<file path="src/rtl/present_pkg.sv">
// Shared constants and types for the masked PRESENT sbox driver.
// Holds the golden sbox table, FSM state type and widths.
package present_pkg;

  localparam int W = 4;
  localparam int DEF_LATENCY = 5;

  localparam logic [15:0][W-1:0] SBOX = {
    4'h2, 4'h1, 4'h7, 4'h4, 4'h8, 4'hF, 4'hE, 4'h3,
    4'hD, 4'hA, 4'h0, 4'h9, 4'hB, 4'h6, 4'h5, 4'hC
  };

  typedef enum logic [1:0] {
    IDLE,
    HOLD,
    DONE
  } state_t;

endpackage

</file>
<file path="src/rtl/present_masker.sv">
// Boolean 2-share split of a nibble with a fresh mask.
// sh0 carries the masked data, sh1 the mask itself.
module present_masker
  import present_pkg::*;
(
  input  logic [W-1:0] data,
  input  logic [W-1:0] m,
  output logic [W-1:0] sh0,
  output logic [W-1:0] sh1
);

  assign sh0 = data ^ m;
  assign sh1 = m;

endmodule

</file>
<file path="src/rtl/present_sbox_seq.sv">
// Driver/collector around a 2-share masked PRESENT sbox.
// Define PRESENT_SBOX_CHECK_EN to add the sticky golden-model chk_err.
module present_sbox_seq
  import present_pkg::*;
#(
  parameter int LATENCY = DEF_LATENCY
) (
  input  logic         clk,
  input  logic         rst_n,
  input  logic         in_valid,
  output logic         in_ready,
  input  logic [W-1:0] in_data,
  input  logic [4:0]   rnd_in,
  output logic [W-1:0] sh0_o,
  output logic [W-1:0] sh1_o,
  output logic         r_o,
  input  logic [W-1:0] y0_i,
  input  logic [W-1:0] y1_i,
`ifdef PRESENT_SBOX_CHECK_EN
  output logic         chk_err,
`endif
  output logic         out_valid,
  input  logic         out_ready,
  output logic [W-1:0] out_data
);

  state_t state, state_n;
  logic [3:0] cnt;
  logic acc, cap;
  logic [W-1:0] msh0, msh1, y;

  present_masker u_masker (
    .data (in_data),
    .m    (rnd_in[3:0]),
    .sh0  (msh0),
    .sh1  (msh1)
  );

  assign y = y0_i ^ y1_i;
  assign in_ready = state == IDLE;
  assign out_valid = state == DONE;

  always_ff @(posedge clk or negedge rst_n) begin
    if (!rst_n) state <= IDLE;
    else        state <= state_n;
  end

  always_comb begin
    state_n = state;
    acc = 1'b0;
    cap = 1'b0;
    case (state)
      IDLE: begin
        if (in_valid) begin
          acc = 1'b1;
          state_n = HOLD;
        end
      end
      HOLD: begin
        if (cnt == 4'd0) begin
          cap = 1'b1;
          state_n = DONE;
        end
      end
      DONE: begin
        if (out_ready) state_n = IDLE;
      end
      default: state_n = IDLE;
    endcase
  end

  // Shares are written only on accept and capture so sbox inputs never glitch
  always_ff @(posedge clk or negedge rst_n) begin
    if (!rst_n) begin
      sh0_o <= '0;
      sh1_o <= '0;
      r_o <= 1'b0;
      cnt <= 4'd0;
      out_data <= '0;
    end else begin
      if (acc) begin
        sh0_o <= msh0;
        sh1_o <= msh1;
        r_o <= rnd_in[4];
        cnt <= 4'(LATENCY - 1);
      end else if (state == HOLD && cnt != 4'd0) begin
        cnt <= cnt - 4'd1;
      end
      if (cap) begin
        out_data <= y;
        sh0_o <= '0;
        sh1_o <= '0;
        r_o <= 1'b0;
      end
    end
  end

`ifdef PRESENT_SBOX_CHECK_EN
  logic [W-1:0] gold;

  always_ff @(posedge clk or negedge rst_n) begin
    if (!rst_n) begin
      gold <= '0;
      chk_err <= 1'b0;
    end else begin
      if (acc) gold <= SBOX[in_data];
      if (cap && y != gold) chk_err <= 1'b1;
    end
  end
`endif

endmodule

</file>
<file path="config.mk">
export PLATFORM = sky130hd
export DESIGN_NAME = present_sbox_seq
export DESIGN_NICKNAME = d
export VERILOG_FILES = /design/src/rtl/present_pkg.sv /design/src/rtl/present_masker.sv /design/src/rtl/present_sbox_seq.sv
export SDC_FILE = /design/constraint.sdc
export NUM_CORES = 1
export LEC_CHECK = 0
export CAP_MARGIN = 20
export CORE_MARGIN = 2
export CORE_UTILIZATION = 32
export DETAILED_ROUTE_END_ITERATION = 8
export GPL_TIMING_DRIVEN = 0
export PLACE_DENSITY = 0.67
export SKIP_LAST_GASP = 1
export SYNTH_ARGS = -nofsm -noshare
export SYNTH_HDL_FRONTEND = slang
export SYNTH_SLANG_ARGS = --single-unit
export TNS_END_PERCENT = 1
</file>
<file path="constraint.sdc">
create_clock -name clk -period 1.43 [get_ports clk]
set_input_delay 0.2145 -clock clk [delete_from_list [all_inputs] [get_ports clk]]
set_output_delay 0.2145 -clock clk [all_outputs]
set_load 0.1 [all_outputs]
</file>
==> flow_metrics.tcl <==
set metrics [dict create \
    status "finished with violations" \
    violations "negative setup slack" \
    htreeDepth 1 \
    cts_buffers 3 \
    synth_area_leaders "dfrtp_1 52%, nand2_1 5.8%, mux2_2 5.0%" \
    path_max_fanout 5 \
    die_w_um 57.28 \
    cts-root-buf "clkbuf_4" \
    grt_pass1_wl_um 3236 \
    nNetsFinal 152 \
    cts.sinks 19 \
    syn_area_sq_um 908.4 \
    crit_type "reg -> reg" \
    synth_fp_nets 108 \
    synthFlopType "dfrtp_1" \
    synth_top_area_share_pct 52.34 \
    grt_usage_pct 12.52 \
    grt_max_degree 20 \
    worstSetupEndpointType "flop" \
    setup_slack_ps -11.27 \
    worstSetupStartpointType "flop" \
    dp_slack_ps -565.0 \
    fillers 267 \
    area_delta_synth_final_pct 55.65 \
    fin_util_pct 51.72 \
    drc 0 \
    min_path_type "in -> async" \
    max_freq_mhz 693.8 \
    grt_pass1_vias 774 \
    wl_per_cell_um 11.94 \
    skew_ps 7.028 \
    ys_async_sr_fraction_pct 100.0 \
    dieHeight_um 57.28 \
    synth.yosys.seq_area_share_pct 52.34 \
    num_rows 19 \
    synthCells 86 \
    io-pin-count 36 \
    clk_pin_slew_worst_paths_ps 110 \
    path_buf_inv 2 \
    synth_edf_count 0 \
    vias 737 \
    first_pass_iters 3 \
    drive_gt1_share_pct 30.23 \
    drtAntennaViolNets 0 \
    yosys.cell_count.top_type "dfrtp_1" \
    dieArea_sq_um 3281 \
    cap_violations 0 \
    worst_pin_slew_ps 825.4 \
    synth_cell_types 24 \
    postCtsHoldBufs 0 \
    diodes 0 \
    max_stage_delay_ps 430 \
    crit_path_cell_trace "inv_2 -> ha_4 -> nand2b_4 -> nor3_4 -> buf_6 -> mux2_4" \
    final_hold_viol_count 0 \
    drt-total-wl_um 1911 \
    hold_ws_ps 383.5 \
    clock_latency_ps 290 \
    setup_viol 7 \
    critPathArrivalTime_ps 1630 \
    yosys_warnings 0 \
    grt_setup_unrepaired "true" \
    avgSynthCellArea_sq_um 10.56 \
    numPortBuffers 35 \
    synth_top_area_cell "dfrtp_1" \
    grt_antenna_before_repair 0 \
    gp_congestion 0.7507 \
    maxSlewHeadroom_pct 44.80 \
    ys_ff_latch 19 \
    start_util_pct 33.23 \
    slew_viol_final 0 \
    coreArea_sq_um 2734 \
    cp_top_family "flip-flops" \
    min_period_over_period_pct 100.8 \
    dp_hpwl_um 1472 \
    cts_tree "yes" \
    grt_overflow 0 \
    fin_crit_ps 1441 \
    synth_commonest_cells "19 x dfrtp_1, 14 x nand2_1, 6 x a21oi_1, 6 x nor2_1, 5 x inv_1" \
    clockBufferDepth 2 \
    required_ps 1620 \
    slowest_stage "dfrtp_1" \
    vias_per_cell 4.606 \
    drt_iter0_drc 7 \
]
## layer usage
metal | global-route usage [%] | part of all wire [%]
met1 | 15.74 | 47
met2 | 22.33 | 50
met3 | 1.587 | 3.8
met4 | 3.987 | 0
met5 | 0 | 0
## worst register-to-register path: cells and delay by family (launching register included)
family / cells / cell delay, ps
buf+inv: 2 / 230
simple gates: 2 / 230
flops: 1 / 430
mux: 1 / 300
fa+ha+maj: 1 / 150
## cell families after synthesis
group / Yosys count / share of synthesized area (%)
simple gates: 29 / 16.81
flops: 19 / 52.34
compound gates: 14 / 9.366
xor+xnor: 8 / 7.713
buf+inv: 8 / 4.132
mux: 7 / 8.264
fa+ha+maj: 1 / 1.377
## state kept, by name (all words and copies together) (netlist names)
| name | flops |
|---|---|
| cnt | 4 |
| out_data | 4 |
| r_o | 1 |
| sh0_o | 4 |
| sh1_o | 4 |
| state | 2 |
## timing repair
item	in CTS	in global routing
resized for setup	48	26
setup endpoints to repair	32	33
cloned	0	0
buffers inserted	0	5
pin swaps	0	2
## per-stage QoR
step | setup TNS [ps] | instance area, sq um | instances
6_report | -37.71 | 1414 | 160
5_1_grt | -989.1 | 1414 | 160
4_1_cts | -1768 | 1346 | 156
3_5_place_dp | -6806 | 1308 | 152
3_3_place_gp | -6252 | 1308 | 152
2_1_floorplan | -60.55 | 918.4 | 86
## cells in the final DEF, fill, tap and decap left out, drive strengths merged
cell type	count
a211oi	4
buf	10
nor3	1
inv	5
nand4b	1
a21oi	6
o21ai	2
clkinv	1
or3b	1
nand2b	3
xnor2	4
clkdlybuf4s18	6
mux2	4
clkdlybuf4s15	6
a21o	1
xor2	4
nor3b	1
nor2	6
ha	1
nand2	14
dfrtp	19
mux2i	3
clkdlybuf4s50	20
nor4	1
o211ai	1
clkbuf	3
nor2b	1
## worst paths after layout
| kind | end | cells after the start | start | slack (ps) |
|---|---|---|---|---|
| max | out_data[1] | 6 | cnt[0] | -10 |
| min | r_o | 1 | rst_n | 380 |
| max reg2reg | out_data[1] | 6 | cnt[0] | -10 |
| min reg2reg | out_data[3] | 1 | out_data[3] | 520 |
| max in group asynchronous | state[1] | 1 | rst_n | 480 |
| min in group clk | r_o | 3 | rnd_in[4] | 460 |
## cell type report
cell class,instances,area (sq um),share of cell area [%]
Buffer,2,15.01,1.062
Clock buffer,3,22.52,1.593
Clock inverter,1,5.005,0.3540
Inverter,5,18.77,1.327
Multi-Input combinational cell,59,440.4,31.15
Sequential cell,19,476.7,33.72
Tap cell,31,38.79,2.743
Timing Repair Buffer,40,396.6,28.05
Power is left out: the tool's default activity adds up to more than one toggle a clock period on the data nets, which glitch-free logic cannot reach.
